### src/rtl/poker_hand_ctrl.sv
// rtl/poker_hand_ctrl.sv - video-poker hand sequencer: shuffle, deal and draw through the deck handshake.
// Optional per-phase handshake timeout with ERR state and hand_err port: POKER_HAND_TIMEOUT_EN.
module poker_hand_ctrl #(
  parameter int HAND_SIZE      = 5,
  parameter int TIMEOUT_CYCLES = 64
) (
  input  logic                   clk,
  input  logic                   rst,
  input  logic                   new_hand,
  input  logic                   draw,
  input  logic [HAND_SIZE-1:0]   hold,
  output logic                   deck_deal,
  output logic                   deck_shuffle,
  input  logic                   deck_dealt,
  input  logic [3:0]             deck_rank,
  input  logic [1:0]             deck_suit,
  output logic [4*HAND_SIZE-1:0] hand_rank,
  output logic [2*HAND_SIZE-1:0] hand_suit,
  output logic                   hand_valid,
  output logic                   hand_done,
  output logic                   drawn,
  output logic                   busy
`ifdef POKER_HAND_TIMEOUT_EN
  ,
  output logic                   hand_err
`endif
);

  localparam int IW = $clog2(HAND_SIZE + 1);

  typedef enum logic [2:0] {
    S_IDLE,
    S_SHUF,
    S_SEL,
    S_REQ,
    S_REL,
    S_READY
`ifdef POKER_HAND_TIMEOUT_EN
    ,
    S_ERR
`endif
  } state_e;

  state_e                 state_q, state_d;
  logic [IW-1:0]          idx_q, idx_d;
  logic [HAND_SIZE-1:0]   mask_q, mask_d;
  logic [4*HAND_SIZE-1:0] rank_q, rank_d;
  logic [2*HAND_SIZE-1:0] suit_q, suit_d;
  logic                   drawn_q, drawn_d;
  logic                   done_q, done_d;
  logic                   sel_hit;
  logic                   idx_end;

`ifdef POKER_HAND_TIMEOUT_EN
  localparam int CW = $clog2(TIMEOUT_CYCLES + 1);
  logic [CW-1:0] cnt_q, cnt_d;
  logic          err_q, err_d;
  logic          tmo;
  assign tmo = (cnt_q == CW'(TIMEOUT_CYCLES - 1));
`endif

  assign idx_end = (idx_q >= IW'(HAND_SIZE));

  always_comb begin
    sel_hit = 1'b0;
    for (int i = 0; i < HAND_SIZE; i++) begin
      if (idx_q == IW'(i)) sel_hit = mask_q[i];
    end
  end

  always_comb begin
    state_d = state_q;
    idx_d   = idx_q;
    mask_d  = mask_q;
    rank_d  = rank_q;
    suit_d  = suit_q;
    drawn_d = drawn_q;
    done_d  = 1'b0;
`ifdef POKER_HAND_TIMEOUT_EN
    cnt_d   = cnt_q;
    err_d   = err_q;
`endif
    case (state_q)
      S_IDLE: begin
        if (new_hand) state_d = S_SHUF;
      end
      S_SHUF: begin
        drawn_d = 1'b0;
        mask_d  = '1;
        idx_d   = '0;
        state_d = S_SEL;
      end
      S_SEL: begin
        if (idx_end) begin
          state_d = S_READY;
          done_d  = 1'b1;
        end else if (!sel_hit) begin
          idx_d = idx_q + IW'(1);
        end else if (!deck_dealt) begin
          state_d = S_REQ;
`ifdef POKER_HAND_TIMEOUT_EN
          cnt_d   = '0;
`endif
        end
      end
      S_REQ: begin
        // Slot data is only taken while the deck acknowledges; rank/suit float otherwise.
        if (deck_dealt) begin
          for (int i = 0; i < HAND_SIZE; i++) begin
            if (idx_q == IW'(i)) begin
              rank_d[4*i +: 4] = deck_rank;
              suit_d[2*i +: 2] = deck_suit;
            end
          end
          state_d = S_REL;
`ifdef POKER_HAND_TIMEOUT_EN
          cnt_d   = '0;
        end else if (tmo) begin
          state_d = S_ERR;
          err_d   = 1'b1;
        end else begin
          cnt_d = cnt_q + CW'(1);
`endif
        end
      end
      S_REL: begin
        if (!deck_dealt) begin
          idx_d   = idx_q + IW'(1);
          state_d = S_SEL;
`ifdef POKER_HAND_TIMEOUT_EN
        end else if (tmo) begin
          state_d = S_ERR;
          err_d   = 1'b1;
        end else begin
          cnt_d = cnt_q + CW'(1);
`endif
        end
      end
      S_READY: begin
        if (new_hand) begin
          state_d = S_SHUF;
        end else if (draw && !drawn_q) begin
          mask_d  = ~hold;
          idx_d   = '0;
          drawn_d = 1'b1;
          state_d = S_SEL;
        end
      end
`ifdef POKER_HAND_TIMEOUT_EN
      S_ERR: begin
        if (new_hand) begin
          state_d = S_SHUF;
          err_d   = 1'b0;
        end
      end
`endif
      default: state_d = S_IDLE;
    endcase
  end

  always_ff @(posedge clk) begin
    if (rst) begin
      state_q <= S_IDLE;
      idx_q   <= '0;
      mask_q  <= '0;
      rank_q  <= '0;
      suit_q  <= '0;
      drawn_q <= 1'b0;
      done_q  <= 1'b0;
`ifdef POKER_HAND_TIMEOUT_EN
      cnt_q   <= '0;
      err_q   <= 1'b0;
`endif
    end else begin
      state_q <= state_d;
      idx_q   <= idx_d;
      mask_q  <= mask_d;
      rank_q  <= rank_d;
      suit_q  <= suit_d;
      drawn_q <= drawn_d;
      done_q  <= done_d;
`ifdef POKER_HAND_TIMEOUT_EN
      cnt_q   <= cnt_d;
      err_q   <= err_d;
`endif
    end
  end

  assign deck_deal    = (state_q == S_REQ);
  assign deck_shuffle = (state_q == S_SHUF);
  assign hand_rank    = rank_q;
  assign hand_suit    = suit_q;
  assign hand_valid   = (state_q == S_READY);
  assign hand_done    = done_q;
  assign drawn        = drawn_q;
  assign busy         = (state_q == S_SHUF) || (state_q == S_SEL) ||
                        (state_q == S_REQ)  || (state_q == S_REL);
`ifdef POKER_HAND_TIMEOUT_EN
  assign hand_err     = err_q;
`endif

endmodule

### config.mk
export PLATFORM = sky130hd
export DESIGN_NAME = poker_hand_ctrl
export DESIGN_NICKNAME = d
export VERILOG_FILES = /design/src/rtl/poker_hand_ctrl.sv
export SDC_FILE = /design/constraint.sdc
export NUM_CORES = 1
export LEC_CHECK = 0
export CORE_ASPECT_RATIO = 0.6
export CORE_MARGIN = 3
export CORE_UTILIZATION = 43
export DETAILED_ROUTE_END_ITERATION = 10
export HOLD_SLACK_MARGIN = 0.12
export MAX_ROUTING_LAYER = met4
export PLACE_DENSITY = 0.84
export SKIP_LAST_GASP = 1
export SLEW_MARGIN = 0
export SYNTH_ARGS = -nofsm -noshare
export SYNTH_HDL_FRONTEND = slang
export SYNTH_SLANG_ARGS = --single-unit
### constraint.sdc
create_clock -name clk -period 1.9 [get_ports clk]
set_input_delay 0.38 -clock clk [delete_from_list [all_inputs] [get_ports clk]]
set_output_delay 0.38 -clock clk [all_outputs]
set_load 0.01 [all_outputs]
# Yosys cells after proc, flatten, opt, wreduce, memory -nomap -nowiden
# Index checks and enable logic that the tools add are counted.
[totals] register_bits=43 latchBits=0 mem_bits_rw=0 romBits=0 in_bits=16 memories=0
[op_classes] addsub=1 n_mul=0 n_div=0 magnitude_cmp=1 n_eq_ne=19 shift=0 n_mux=27 bitwise=2 reduce_logical=18
[ops] cell="$mux W3" count=13
[ops] cell="$pmux W3 S6" count=1
[ops] cell="$reduce_and A3 Y1" count=6
[ops] cell="$eq A3 B2 Y1 const B" count=4
[ops] cell="$pmux W3 S4" count=1
[ops] cell="$reduce_and A6 Y1" count=2
[ops] cell="$mux W5" count=2
[ops] cell="$ne A2 B2 Y1 const B" count=5
[ops] cell="$pmux W5 S2" count=1
[ops] cell="$eq A3 B3 Y1 const B" count=3
[ops] cell="$mux W1" count=8
[ops] cell="$eq A3 B1 Y1 const B" count=2
[ops] cell="$logic_not A3 Y1" count=2
[ops] cell="$ne A3 B3 Y1 const B" count=2
[ops] cell="$not A5 Y5" count=1
[ops] cell="$ne A2 B1 Y1 const B" count=2
[ops] cell="$reduce_bool A4 Y1" count=1
[ops] cell="$add A3 B1 Y3 const B" count=1
[ops] cell="$ge A3 B3 Y1 const B" count=1
[ops] cell="$logic_or A1 B1 Y1" count=3
[ops] cell="$ne A3 B2 Y1 const B" count=1
[ops] cell="$pmux W1 S2" count=1
[ops] cell="$reduce_bool A2 Y1" count=1
[ops] cell="$reduce_or A2 Y1" count=1
[ops] cell="other kinds (3)" count=3

# Depth between registers and ports, before layout
[depth] word_depth=9 depth_mapped=7

# Least setup slack after synthesis
# No wires, ideal clock.
[synth_timing] kind="flip-flop to flip-flop" startpoint="register idx_q[1]" endpoint="register idx_q[0]" setup_time_ns=0.123 arrival_ns=1.744 required_ns=1.777 path_slack_ns=0.033 path_stages_with_launch=8 path_buffers=0 synth_period_minus_slack_ns=1.867 path_cell_list="dfxtp_1 > inv_1 > ha_1 > o31a_1 > a311o_1 > o31ai_2 > o21ai_2 > mux2_1"
[synth_via] elab_chain_len=8
[synth_rtl] element="start: declaration" line="45" text="logic [IW-1:0] idx_q, idx_d;"
[synth_rtl] element="start signal: assignment" line="176" text="idx_q <= idx_d;"
[synth_rtl] element="$logic_not A3 Y1" line="67" text="if (idx_q == IW'(i)) sel_hit = mask_q[i];"
[synth_rtl] element="$mux W1 (5 in a row)" line="67"
[synth_rtl] element="$ne A2 B2 Y1 (no line)"
[synth_rtl] element="$reduce_and A6 Y1 (no line) *"
# Mark *: on every way between the ends. The rest lies on a longest branch, timed or not.
# A chain may end at the register's enable or synchronous reset.

# Worst setup path in the final report
[layout_timing] startpoint="input port draw" endpoint="register idx_q[0]"
[layout_via] elab_chain_len=3
[layout_rtl] element="start: declaration" line="10" text="input logic draw,"
[layout_rtl] element="$logic_and A1 B1 Y1" line="142" text="end else if (draw && !drawn_q) begin"
[layout_rtl] element="$ne A2 B1 Y1 (no line)"
[layout_rtl] element="$reduce_and A6 Y1 (no line)"
# Every way passes these cells.

==> metrics.txt <==
Seq/Total Area, Yosys=0.444; Max Transition Viols Final=0; Num CTS Buffers=5; Post-Place Cell Area=2650 um2; TritonCTS clock tree=yes; number of remaining DRC errors=0; HPWL after DPL=3.76 mm; Die W=92.7 um; commonest non-fill, non-tap cell in the layout=clkdlybuf4s50_1; PortBufs=51; die area=5380 um2; mapped cell area=1940 um2; reg2reg path depth=7; critical path's slowest cell=clkdlybuf4s50_1; final WL=5.10 mm; drt wl/cell=14.7 um; share of cells above drive strength 1=0.184; Final setup viols=0; met1 Resource Use GR=0.285; commonest non-fill, non-tap cells in the layout=47 x clkdlybuf4s50_1, 44 x nor2_1, 38 x dfxtp_1; Fin. Hold Viols=0; busiest grt layer=met2; worst hold slack=491 ps; 1st-iter DRT viols=81; Area Growth Syn to Fin=45.1%; Final min period=1840 ps; cell area after layout=2810 um2; Reg-to-Reg Start=idx_q[1]$_SDFFE_PP0P_; core area=4210 um2; post-synth cell types=35; Vias=1787; iteration count of the initial detailed-routing pass=4; Crit. Startpoint=draw; WP depth=6; largest net degree at the start of global routing=36; crit path cell chain=clkdlybuf4s50_1 -> nor3b_1 -> nor2_1 -> o31ai_2 -> o21ai_2 -> mux2_4; GR Util met3=0.0571; Initial Utilization=0.460; hold buffers post-CTS=0; CTS sink count=43; Setup Skew=2.16 ps; clock buffer depth=2; Worst-Skew Late Latency=280 ps; Layout Cells excl Fill=348; Worst-Margin Slew=431 ps; warnings from Yosys=0; Critical Path End=idx_q[0]$_SDFFE_PP0P_; crit end category=register; Worst Path Buf+Inv=1; placement row count=18; met2 global-route usage=0.287; placed cells=340; status=completed; Syn Nets=237; gpl congestion=0.841; Max-Cap Viols=0; CP arrival=2010 ps; Root Buffer=clkbuf_8; routed vias/inst=5.14; power density cells=858 nW/um2; fin crit share=0.969; global-route wire length before repair=8.27 mm; crit-path max cell delay=490 ps; cell count after synthesis=216; Hold Path Class=register to register; Slew HR=0.712; number of global-route vias before repair=1709; die height=58.0 um; initial antenna violation count=0; Max Clock Freq=543 MHz; CTS H-tree lvls=2; Fillers=350; #FFs+latches synth=43; DRT antenna net count=0; Crit path max-delay family=buffers and inverters; Req. time, crit path=2070 ps; crit path kind=primary input to register; Post-Syn Area per Cell=8.97 um2; gr usage total=0.202; Lkg Pwr=1.11 nW; fin nets=309; r2r endpoint=idx_q[0]$_SDFFE_PP0P_; global route overflow=0; worst vdd ir=0.512 mV; diodes inserted=0; Worst Path Max Fanout=3; Worst Hold Depth=2; nature of the critical path startpoint=primary input; setup TNS=0 ps; Reg clk slew, reported paths=70 ps; flop-to-flop setup slack=60 ps; I/O pin total=52
## metal layers
metal	wire length [um]	vias to the layer above
li1	-	880
met1	2480	844
met2	2220	56
met3	358	7
met4	46	0
met5	0	-
## what timing repair did
action / 4_1_cts / 5_1_grt
endpoints found under the setup margin: 8 / 6
pin swaps: 0 / 5
resized for setup: 10 / 17
hold endpoints to repair: 0 / 0
setup buffers: 1 / 0
## synthesized netlist by cell type
master	count	area [um2]
o31ai_2	1	12.5
nor3b_1	2	15.0
o31a_1	1	8.76
dfxtp_1	43	861
nand2b_1	4	25.0
a311o_1	2	20.0
a211oi_1	6	45.0
o21ai_0	9	45.0
clkbuf_1	7	26.3
and2_1	4	25.0
mux2i_1	26	260
buf_2	4	20.0
o311ai_2	1	16.3
nor3_1	1	5.00
inv_1	6	22.5
or3_1	4	25.0
or3b_4	1	11.3
ha_1	5	62.6
o31ai_1	1	7.51
or2b_1	1	7.51
or4_1	1	7.51
nand2_1	14	52.6
buf_6	1	11.3
mux2_1	2	22.5
nor2b_1	4	25.0
o32ai_1	1	8.76
nand4b_1	1	8.76
a31oi_1	2	12.5
nand3_1	3	15.0
a21oi_1	9	45.0
nor2_1	44	165
o21ba_2	1	10.0
and3_1	1	6.26
o21ai_2	1	8.76
xnor2_1	2	17.5
## worst reg2reg max path, cell delays in order (launching register included)
cell,delay [ps]
dfxtp_2,360
inv_1,70
ha_2,200
o31a_1,270
a311o_1,310
o31ai_2,80
o21ai_2,130
mux2_4,310
## state kept, by name (all words and copies together) (netlist names)
| register | count |
|---|---|
| hand_suit | 10 |
| hand_done | 1 |
| idx_q | 3 |
| drawn | 1 |
| mask_q | 5 |
| hand_rank | 20 |
| state_q | 3 |
## worst min-delay path by stage
stage / startpoint / slack (ps) / to
2_1_floorplan: hold[0] / 480 / mask_q[0]$_SDFFE_PP0P_
3_3_place_gp: hand_rank[16]$_SDFFE_PP0P_ / 460 / hand_rank[16]$_SDFFE_PP0P_
3_5_place_dp: hand_suit[8]$_SDFFE_PP0P_ / 480 / hand_suit[8]$_SDFFE_PP0P_
4_1_cts: hand_suit[8]$_SDFFE_PP0P_ / 490 / hand_suit[8]$_SDFFE_PP0P_
5_1_grt: hand_suit[8]$_SDFFE_PP0P_ / 510 / hand_suit[8]$_SDFFE_PP0P_
6_report: hand_suit[8]$_SDFFE_PP0P_ / 490 / hand_suit[8]$_SDFFE_PP0P_
## area by class of cell
| cell class | instances | area [um2] | area share |
|---|---|---|---|
| repair buffers | 77 | 708 | 0.252 |
| clock inverters | 1 | 5.00 | 0.00178 |
| multi-input cells | 155 | 1040 | 0.371 |
| inverters | 6 | 25.0 | 0.00890 |
| well taps | 60 | 75.1 | 0.0267 |
| flip-flops and latches | 43 | 872 | 0.310 |
| clock buffers | 6 | 82.6 | 0.0294 |
## logic make-up (layout without fill, tap and decap cells)
logic type,count (synthesis),in the layout,share of synthesized area
AND/OR/NAND/NOR,85,85,0.203
flip-flops,43,43,0.444
AO/OA/AOI/OAI,35,35,0.124
multiplexers,28,28,0.146
buffers and inverters,18,90,0.0413
adder cells (fa/ha/maj),5,5,0.0323
XOR/XNOR,2,2,0.00904
## metrics by stage
step / worst slack (ps) / power, mW / util
after global routing: -65.0 / 2.55 / 0.668
after detailed placement: -157 / 1.83 / 0.630
final: 58.8 / 2.41 / 0.668
after global placement: -129 / 1.81 / 0.630
after floorplan: 32.7 / 1.53 / -
after CTS: -103 / 2.38 / 0.655
## power by group
group	leakage [nW]	total, mW	switching, mW	internal, mW
combinational	0.714	0.762	0.366	0.396
sequential	0.351	1.08	0.0944	0.986
clock	0.0470	0.569	0.283	0.285
Note: power is estimated with default switching activity, not from simulation.
